File: src/rtl/rf_wb_pkg.sv
// rtl/rf_wb_pkg.sv - shared widths, queue entry type and helpers for the writeback controller
// Contents:
//   RAW_DEF   RF address width (2**RAW_DEF registers)
//   DW_DEF    data width
//   DEPTH_DEF writeback queue entries (power of 2, >= 2)
//   wb_entry_t  one queued RF write {rd, data}
//   onehot_rd   destination register -> one-hot register mask
package rf_wb_pkg;

    localparam int RAW_DEF   = 4;
    localparam int DW_DEF    = 8;
    localparam int DEPTH_DEF = 4;
    localparam int NREG      = 2 ** RAW_DEF;

    typedef struct packed {
        logic [RAW_DEF-1:0] rd;
        logic [DW_DEF-1:0]  data;
    } wb_entry_t;

    function automatic logic [NREG-1:0] onehot_rd(input logic [RAW_DEF-1:0] rd);
        logic [NREG-1:0] m;
        m     = '0;
        m[rd] = 1'b1;
        return m;
    endfunction

endpackage

File: src/rtl/rf_writeback_ctrl_if.sv
// rtl/rf_writeback_ctrl_if.sv - producer handshakes and RF write port of the writeback stage
// Signals:
//   alu_valid_i/alu_rd_i/alu_data_i/alu_ready_o  ALU result channel
//   mem_valid_i/mem_rd_i/mem_data_i/mem_ready_o  load result channel
//   wen_o/write_addr_o/write_data_o              register file write port
// Modports:
//   master  producers and RF side (drives results, observes readies and writes)
//   slave   the writeback controller
interface rf_writeback_ctrl_if;
    import rf_wb_pkg::*;

    logic                alu_valid_i;
    logic [RAW_DEF-1:0]  alu_rd_i;
    logic [DW_DEF-1:0]   alu_data_i;
    logic                alu_ready_o;

    logic                mem_valid_i;
    logic [RAW_DEF-1:0]  mem_rd_i;
    logic [DW_DEF-1:0]   mem_data_i;
    logic                mem_ready_o;

    logic                wen_o;
    logic [RAW_DEF-1:0]  write_addr_o;
    logic [DW_DEF-1:0]   write_data_o;

    modport master (
        output alu_valid_i, alu_rd_i, alu_data_i,
        input  alu_ready_o,
        output mem_valid_i, mem_rd_i, mem_data_i,
        input  mem_ready_o,
        input  wen_o, write_addr_o, write_data_o
    );

    modport slave (
        input  alu_valid_i, alu_rd_i, alu_data_i,
        output alu_ready_o,
        input  mem_valid_i, mem_rd_i, mem_data_i,
        output mem_ready_o,
        output wen_o, write_addr_o, write_data_o
    );

endinterface

File: src/rtl/wb_entry_queue.sv
// rtl/wb_entry_queue.sv - 2-push/1-pop circular buffer of pending RF writes
// Ports:
//   clk, rst_n          clock, asynchronous active-low reset (clears pointers and count)
//   push_a, entry_a     first push of the cycle (older of the two)
//   push_b, entry_b     second push of the cycle (younger)
//   pop                 remove head entry; caller only pops when count != 0
//   count               registered occupancy
//   head                oldest entry
//   ord[k], valid[k]    entries in age order (k=0 oldest) and their validity
module wb_entry_queue
    import rf_wb_pkg::*;
#(
    parameter int DEPTH = DEPTH_DEF
) (
    input  logic                       clk,
    input  logic                       rst_n,
    input  logic                       push_a,
    input  wb_entry_t                  entry_a,
    input  logic                       push_b,
    input  wb_entry_t                  entry_b,
    input  logic                       pop,
    output logic [$clog2(DEPTH):0]     count,
    output wb_entry_t                  head,
    output wb_entry_t                  ord [DEPTH],
    output logic [DEPTH-1:0]           valid
);

    localparam int PW = $clog2(DEPTH);
    localparam int CW = PW + 1;

    wb_entry_t         mem [DEPTH];
    logic [PW-1:0]     wr_ptr;
    logic [PW-1:0]     rd_ptr;
    logic [CW-1:0]     count_q;

    // Pointer/count state: the only things a reset has to clear.
    always_ff @(posedge clk or negedge rst_n) begin
        if (!rst_n) begin
            wr_ptr  <= '0;
            rd_ptr  <= '0;
            count_q <= '0;
        end else begin
            wr_ptr  <= wr_ptr + PW'(push_a) + PW'(push_b);
            rd_ptr  <= rd_ptr + PW'(pop);
            count_q <= count_q + CW'(push_a) + CW'(push_b) - CW'(pop);
        end
    end

    // Entry storage needs no reset; validity comes from count.
    // When both push, entry_b lands one slot after entry_a to keep program order.
    always_ff @(posedge clk) begin
        if (push_a)
            mem[wr_ptr] <= entry_a;
        if (push_b)
            mem[push_a ? wr_ptr + PW'(1) : wr_ptr] <= entry_b;
    end

    always_comb begin
        for (int k = 0; k < DEPTH; k++) begin
            ord[k]   = mem[rd_ptr + PW'(k)];
            valid[k] = (CW'(k) < count_q);
        end
    end

    assign count = count_q;
    assign head  = mem[rd_ptr];

endmodule

File: src/rtl/rf_writeback_ctrl.sv
// rtl/rf_writeback_ctrl.sv - in-order writeback queue feeding the register file write port
// Ports:
//   clk, rst_n          clock, asynchronous active-low reset
//   bus (slave)         ALU and load result channels, RF write port (wen/addr/data)
//   pending_o           bit r set while any queued entry targets register r
//   rs_addr_i/rt_addr_i forwarding lookup addresses
//   rs_hit_o/rs_fwd_o   youngest queued write to rs_addr_i
//   rt_hit_o/rt_fwd_o   youngest queued write to rt_addr_i
// Register and data widths come from rf_wb_pkg because the queue entry type is shared.
module rf_writeback_ctrl
    import rf_wb_pkg::*;
#(
    parameter int DEPTH = DEPTH_DEF
) (
    input  logic                 clk,
    input  logic                 rst_n,
    rf_writeback_ctrl_if.slave   bus,
    output logic [NREG-1:0]      pending_o,
    input  logic [RAW_DEF-1:0]   rs_addr_i,
    input  logic [RAW_DEF-1:0]   rt_addr_i,
    output logic                 rs_hit_o,
    output logic [DW_DEF-1:0]    rs_fwd_o,
    output logic                 rt_hit_o,
    output logic [DW_DEF-1:0]    rt_fwd_o
);

    localparam int CW = $clog2(DEPTH) + 1;
    localparam logic [CW-1:0] FULL     = CW'(DEPTH);
    localparam logic [CW-1:0] ONE_LEFT = CW'(DEPTH - 1);

    logic [CW-1:0]     count;
    wb_entry_t         head;
    wb_entry_t         ord [DEPTH];
    logic [DEPTH-1:0]  valid;
    logic              push_a;
    logic              push_b;
    logic              pop;

    // Credit is taken from the registered count only: a pop this cycle does
    // not free a slot for this cycle's producers. ALU wins the last free slot.
    assign bus.alu_ready_o = (count != FULL);
    assign bus.mem_ready_o = (count < ONE_LEFT) || ((count == ONE_LEFT) && !bus.alu_valid_i);

    assign push_a = bus.alu_valid_i && bus.alu_ready_o;
    assign push_b = bus.mem_valid_i && bus.mem_ready_o;
    assign pop    = (count != '0);

    wb_entry_queue #(.DEPTH(DEPTH)) u_queue (
        .clk     (clk),
        .rst_n   (rst_n),
        .push_a  (push_a),
        .entry_a ('{rd: bus.alu_rd_i, data: bus.alu_data_i}),
        .push_b  (push_b),
        .entry_b ('{rd: bus.mem_rd_i, data: bus.mem_data_i}),
        .pop     (pop),
        .count   (count),
        .head    (head),
        .ord     (ord),
        .valid   (valid)
    );

    assign bus.wen_o        = pop;
    assign bus.write_addr_o = head.rd;
    assign bus.write_data_o = head.data;

    // Scan oldest to youngest so later matches overwrite earlier ones:
    // the youngest matching entry ends up driving the forward data.
    always_comb begin
        pending_o = '0;
        rs_hit_o  = 1'b0;
        rs_fwd_o  = '0;
        rt_hit_o  = 1'b0;
        rt_fwd_o  = '0;
        for (int k = 0; k < DEPTH; k++) begin
            if (valid[k]) begin
                pending_o = pending_o | onehot_rd(ord[k].rd);
                if (ord[k].rd == rs_addr_i) begin
                    rs_hit_o = 1'b1;
                    rs_fwd_o = ord[k].data;
                end
                if (ord[k].rd == rt_addr_i) begin
                    rt_hit_o = 1'b1;
                    rt_fwd_o = ord[k].data;
                end
            end
        end
    end

endmodule
File: src/flat_wrapper.sv
// flat-port wrapper written by rule: the top's interface ports become plain ports
module rf_writeback_ctrl_flat import rf_wb_pkg::*;
#(
    parameter int DEPTH = DEPTH_DEF
)
  (clk, rst_n, pending_o, rs_addr_i, rt_addr_i, rs_hit_o, rs_fwd_o, rt_hit_o, rt_fwd_o, bus_alu_valid_i, bus_alu_rd_i, bus_alu_data_i, bus_alu_ready_o, bus_mem_valid_i, bus_mem_rd_i, bus_mem_data_i, bus_mem_ready_o, bus_wen_o, bus_write_addr_o, bus_write_data_o);
  rf_writeback_ctrl_if bus_i ();
  input  logic clk;
  input  logic rst_n;
  output logic [NREG-1:0] pending_o;
  input  logic [RAW_DEF-1:0] rs_addr_i;
  input  logic [RAW_DEF-1:0] rt_addr_i;
  output logic rs_hit_o;
  output logic [DW_DEF-1:0] rs_fwd_o;
  output logic rt_hit_o;
  output logic [DW_DEF-1:0] rt_fwd_o;
  input wire logic [$bits(bus_i.alu_valid_i)-1:0] bus_alu_valid_i;
  input wire logic [$bits(bus_i.alu_rd_i)-1:0] bus_alu_rd_i;
  input wire logic [$bits(bus_i.alu_data_i)-1:0] bus_alu_data_i;
  output wire logic [$bits(bus_i.alu_ready_o)-1:0] bus_alu_ready_o;
  input wire logic [$bits(bus_i.mem_valid_i)-1:0] bus_mem_valid_i;
  input wire logic [$bits(bus_i.mem_rd_i)-1:0] bus_mem_rd_i;
  input wire logic [$bits(bus_i.mem_data_i)-1:0] bus_mem_data_i;
  output wire logic [$bits(bus_i.mem_ready_o)-1:0] bus_mem_ready_o;
  output wire logic [$bits(bus_i.wen_o)-1:0] bus_wen_o;
  output wire logic [$bits(bus_i.write_addr_o)-1:0] bus_write_addr_o;
  output wire logic [$bits(bus_i.write_data_o)-1:0] bus_write_data_o;
  assign bus_i.alu_valid_i = bus_alu_valid_i;
  assign bus_i.alu_rd_i = bus_alu_rd_i;
  assign bus_i.alu_data_i = bus_alu_data_i;
  assign bus_alu_ready_o = bus_i.alu_ready_o;
  assign bus_i.mem_valid_i = bus_mem_valid_i;
  assign bus_i.mem_rd_i = bus_mem_rd_i;
  assign bus_i.mem_data_i = bus_mem_data_i;
  assign bus_mem_ready_o = bus_i.mem_ready_o;
  assign bus_wen_o = bus_i.wen_o;
  assign bus_write_addr_o = bus_i.write_addr_o;
  assign bus_write_data_o = bus_i.write_data_o;
  rf_writeback_ctrl #(.DEPTH(DEPTH)) u_core (.clk(clk), .rst_n(rst_n), .bus(bus_i), .pending_o(pending_o), .rs_addr_i(rs_addr_i), .rt_addr_i(rt_addr_i), .rs_hit_o(rs_hit_o), .rs_fwd_o(rs_fwd_o), .rt_hit_o(rt_hit_o), .rt_fwd_o(rt_fwd_o));
endmodule
File: config.mk
export PLATFORM = sky130hd
export DESIGN_NAME = rf_writeback_ctrl_flat
export DESIGN_NICKNAME = d
export VERILOG_FILES = /design/src/rtl/rf_wb_pkg.sv /design/src/rtl/rf_writeback_ctrl_if.sv /design/src/rtl/wb_entry_queue.sv /design/src/rtl/rf_writeback_ctrl.sv /design/src/flat_wrapper.sv
export SDC_FILE = /design/constraint.sdc
export NUM_CORES = 1
export LEC_CHECK = 0
export ABC_AREA = 1
export BUFFER_PORTS_ARGS = -buffer_cell sky130_fd_sc_hd__buf_2
export CORE_MARGIN = 1.5
export CORE_UTILIZATION = 54
export DETAILED_ROUTE_END_ITERATION = 10
export PLACE_DENSITY = 0.77
export SETUP_SLACK_MARGIN = 0.5
export SLEW_MARGIN = 40
export SYNTH_ARGS = -nofsm -noshare
export SYNTH_HDL_FRONTEND = slang
export SYNTH_SLANG_ARGS = --single-unit
File: constraint.sdc
create_clock -name clk -period 1.92 [get_ports clk]
set_input_delay 0.288 -clock clk [delete_from_list [all_inputs] [get_ports clk]]
set_output_delay 0.288 -clock clk [all_outputs]
set_load 0.05 [all_outputs]
==> results.json, run 1 <==
{
  "dieHeight_um": 107,
  "crit_endpoint": "rs_fwd_o[0]",
  "avgSynthCellArea_um2": 6.24,
  "place_ws_ns": -0.525,
  "synth_cell_types": 42,
  "start_util_pct": 56.2,
  "cts.sinks": 55,
  "error": "[ERROR DPL-0038] Utilization greater than 100%, impossible to legalize",
  "ys_ff_latch": 55,
  "seq_area_frac_synth_pct": 27.5,
  "lastStage": "5_1_grt",
  "status": "stopped before the end",
  "syn_nets": 989,
  "clockRootBuffer": "clkbuf_8",
  "numCtsBuffers": 5,
  "cts_buffer_depth": 2,
  "hpwl_um": 14500,
  "rows": 37,
  "ios": 85,
  "syn_area_um2": 5880,
  "endpoint_type": "output port",
  "gp_congestion": 0.981,
  "syn_inst": 942,
  "grt_max_degree": 52,
  "die_w_um": 107,
  "place.port_buffers": 84,
  "htree_levels": 2,
  "synth.yosys.warnings": 0
}
[stage by stage]
step	instance area (µm²)	setup TNS, ns	util (%)	hold slack (ns)	instances
after floorplan	6700	-12.01	-	-0.00759	942
after global placement	8080	-15.67	77.3	0.132	1255
after detailed placement	8080	-16.39	77.3	0.133	1255
after CTS	9910	-31.39	94.7	0.291	1314
[synth_stat cells]
master | count | area (µm²)
o211ai_1 | 6 | 45.0
xor2_2 | 1 | 16.3
nand3_1 | 97 | 485
o21ai_1 | 8 | 40.0
buf_2 | 9 | 45.0
nor2_1 | 27 | 101
buf_1 | 2 | 7.51
inv_2 | 18 | 67.6
and2_1 | 1 | 6.26
o21a_1 | 2 | 15.0
inv_1 | 105 | 394
nor2_4 | 4 | 45.0
o22ai_1 | 4 | 25.0
nand2_2 | 9 | 56.3
buf_8 | 2 | 30.0
o221ai_1 | 5 | 43.8
o21ai_0 | 116 | 581
o311ai_0 | 1 | 8.76
nand4_1 | 2 | 12.5
clkinv_1 | 1 | 3.75
nand3_4 | 2 | 35.0
nor2_2 | 4 | 25.0
o21ai_2 | 6 | 52.6
nand2_4 | 6 | 67.6
a31oi_1 | 6 | 37.5
xor2_1 | 4 | 35.0
buf_4 | 4 | 30.0
buf_6 | 4 | 45.0
a21oi_1 | 7 | 35.0
clkbuf_1 | 9 | 33.8
nor2_8 | 4 | 80.1
nor3_1 | 8 | 40.0
dfrtp_1 | 7 | 175
edfxtp_1 | 48 | 1440
nand2_1 | 376 | 1410
o21ai_4 | 2 | 32.5
fa_1 | 3 | 60.1
xnor2_1 | 1 | 8.76
nand3b_1 | 6 | 45.0
nand3_2 | 4 | 40.0
ha_1 | 8 | 100
inv_4 | 3 | 18.8
[cells by family after synthesis]
logic type / synth area share (%)
XOR/XNOR: 1.02
AND/OR/NAND/NOR: 41.7
AO/OA/AOI/OAI: 15.6
flip-flops: 27.5
adder cells (fa/ha/maj): 2.72
buffers and inverters: 11.5
[timing repair]
| item | CTS |
|---|---|
| hold endpoints to repair | 7 |
| gates cloned | 21 |
| hold buffers | 1 |
| gates resized for setup | 306 |
| endpoints found under the setup margin | 150 |
| pin swaps | 32 |
| buffers inserted | 29 |
==> run 2, diff against run 1 <==
- CORE_UTILIZATION: 54 -> 40
- PLACE_DENSITY: 0.77 -> default
- PLACE_DENSITY_LB_ADDON: default -> 0.15
- SETUP_SLACK_MARGIN: 0.5 -> default
- clock period: 1.92 -> 2.5 ns (I/O delays scaled with it)
==> run 2 against run 1 <==
  * The flow now finishes, with violations (negative setup slack)
  * Synthesized area unchanged
  * Synthesized cell count unchanged
==> results.json, run 2 <==
{
  "via_per_inst": 5.08,
  "worstSkewPairLatency_ns": 0.30,
  "n_antenna_cell": 0,
  "crit_path_end": "rt_fwd_o[2]",
  "synth_cell_types": 42,
  "violations": "negative setup slack",
  "rows": 44,
  "synth.area.top_cells": "edfxtp_1, nand2_1, o21ai_0",
  "cp-start-kind": "flop",
  "cp.required_ns": 2.12,
  "cts.clk_slew.worst_paths_ns": 0.08,
  "worstRegToRegCells": 8,
  "wl_per_cell_um": 14.5,
  "syn_nets": 989,
  "clock_skew_ns": 0.00879,
  "max_stage_delay_ns": 0.48,
  "tightest_slew_ns": 0.545,
  "syn_inst": 942,
  "synth-edff-count": 48,
  "tns_ns": -5.55,
  "area_delta_synth_final_pct": 37.2,
  "finalMaxSlewViolations": 0,
  "postSynth.asyncResetShare_pct": 12.7,
  "dieHeight_um": 124,
  "period_share_pct": 109,
  "dr.pass1.iters": 6,
  "synth.yosys.warnings": 0,
  "cts_tree": "yes",
  "grt_antenna_before_repair": 0,
  "largest_register": "u_core.u_queue.mem",
  "hpwl_um": 14400,
  "clockRootBuffer": "clkbuf_16",
  "crit_buf_inv": 5,
  "drive_above_1_share_pct": 31.9,
  "busiest_layer": "met2",
  "drt_iter0_drc": 539,
  "rsz0062_at_grt": "yes",
  "path_class": "reg2out",
  "worstSetupStartpoint": "u_core.u_queue.rd_ptr[0]",
  "maxCapViolations": 0,
  "final-hold-violation-count": 0,
  "cpLargestDelayFamily": "simple AND/OR/NAND/NOR gates",
  "yosysTopAreaCell": "edfxtp_1",
  "ys_ff_latch": 55,
  "grt_usage_pct": 23.5,
  "grt_max_degree": 33,
  "remaining_drc_errors": 0,
  "path_cells": "inv_4 -> nand2_4 -> nand2_8 -> buf_8 -> o21ai_4 -> inv_2 -> nand2_2 -> nand2_2 -> nor2_4 -> nand3_4 -> nand2_1 -> inv_1 -> nand2_2 -> nand2_2 -> buf_8",
  "ys.flop_type": "edfxtp_1",
  "numCtsBuffers": 5,
  "avgSynthCellArea_um2": 6.24,
  "worst_setup_path_end_kind": "output port",
  "fp.dieArea_um2": 15400,
  "place.port_buffers": 84,
  "met2_usage_pct": 36.1,
  "grt_overflow": 0,
  "r2r_start": "u_core.u_queue.count[1]",
  "status": "finished, violations left",
  "finalCriticalPeriod_ns": 2.73,
  "vias": 6516,
  "r2r-end": "u_core.u_queue.count[2]",
  "layout_commonest_cell": "nand2_1",
  "drt-total-wl_um": 18600,
  "ios": 85,
  "die_w_um": 124,
  "cts.sinks": 55,
  "gp_congestion": 0.942,
  "core_um2": 14400,
  "syn_area_um2": 5880,
  "grt_use_met3_pct": 2.50,
  "start_util_pct": 40.8,
  "final_nets": 1144,
  "cts_buffer_depth": 2,
  "finalWorstSetupSlack_ns": -0.231,
  "cp.depth": 15,
  "synthTopCellsByCount": "nand2_1, o21ai_0, inv_1, nand3_1, edfxtp_1",
  "holdCritPathClass": "in2reg",
  "htree_levels": 2,
  "setup_viol": 34,
  "layout_common_cells": "nand2_1, inv_1, o21ai_0, nand3_1, buf_4",
  "crit_fanout": 8,
  "grt_pass1_vias": 5795,
  "relSlewSlack_pct": 63.6,
  "yosysTopAreaCellShare_pct": 24.5,
  "ant_nets": 0,
  "synth.most_common_cell": "nand2_1",
  "grt_pass1_wl_um": 29800,
  "r2r_setup_slack_ns": 0.35,
  "critPathMostFrequentCell": "nand2_2",
  "fmax_ghz": 0.366,
  "critPathArrivalTime_ns": 2.36,
  "slowest_stage": "dfrtp_2",
  "seq_area_frac_synth_pct": 27.5,
  "met1_usage_pct": 34.8,
  "largest_register_ffs": 48
}
[run 2: cell counts after synthesis]
No cell type changed its count.
[run 2: how the worst min path moves through the flow]
stage | from | cells past startpoint | endpoint | slack (ns)
after global routing | bus_alu_data_i[4] | 3 | u_core.u_queue.mem[0][4] | 0.41
after CTS | bus_alu_data_i[4] | 3 | u_core.u_queue.mem[3][4] | 0.40
after floorplan | rst_n | 0 | u_core.u_queue.count[0] | 0.08
final | bus_alu_data_i[4] | 3 | u_core.u_queue.mem[3][4] | 0.40
after detailed placement | rst_n | 1 | u_core.u_queue.wr_ptr[1] | 0.23
after global placement | rst_n | 1 | u_core.u_queue.count[1] | 0.23
[run 2: kinds of logic after synthesis]
family	share of synthesized area, %
AOI/OAI and AO/OA	15.6
DFF	27.5
buffers and inverters	11.5
xor gates and xnor gates	1.02
and+or+nand+nor	41.7
adders and majority gates	2.72
[run 2: metal layers]
metal  routed length (µm)  share of wire (%)
met1                 8890                 48
met2                 8160                 44
met3                 1110                6.0
met4                  424                2.3
met5                    0                  0
[run 2: layout make-up]
class | count | area (µm²)
fillers | 1405 | 6360
flip-flops and latches | 55 | 1620
well taps | 184 | 230
repair inverters | 1 | 6.26
repair buffers | 171 | 1480
clock inverters | 3 | 31.3
inverters | 127 | 502
clock buffers | 5 | 125
multi-input cells | 736 | 4080
[run 2: per-stage QoR]
stage / setup WS, ns / area (µm²) / instances / hold slack [ns] / utilization [%]
3_5_place_dp: -0.0196 / 7000 / 1246 / 0.227 / 48.5
5_1_grt: -0.372 / 8060 / 1282 / 0.413 / 55.9
3_3_place_gp: -0.0235 / 7000 / 1246 / 0.226 / 48.5
4_1_cts: -0.192 / 7930 / 1275 / 0.396 / 55.0
2_1_floorplan: -0.256 / 5960 / 942 / 0.0794 / -
6_report: -0.231 / 8060 / 1282 / 0.401 / 55.9
[run 2: what timing repair did]
action	in CTS	in global routing
cloned	10	0
pin swaps	28	3
endpoints found under the hold margin	7	0
hold buffers	1	0
endpoints found under the setup margin	34	35
resized for setup	164	21
buffers inserted	11	7
[run 2: worst min-delay path: cells and delay by family]
| kind | cells | cell delay, ns |
|---|---|---|
| simple gates | 1 | 0.05 |
| compound gates | 1 | 0.06 |
| buf+inv | 1 | 0.11 |
Power of run 2 is not shown: default switching activity piles up to over one toggle a cycle in this logic, so the estimate is an artifact.
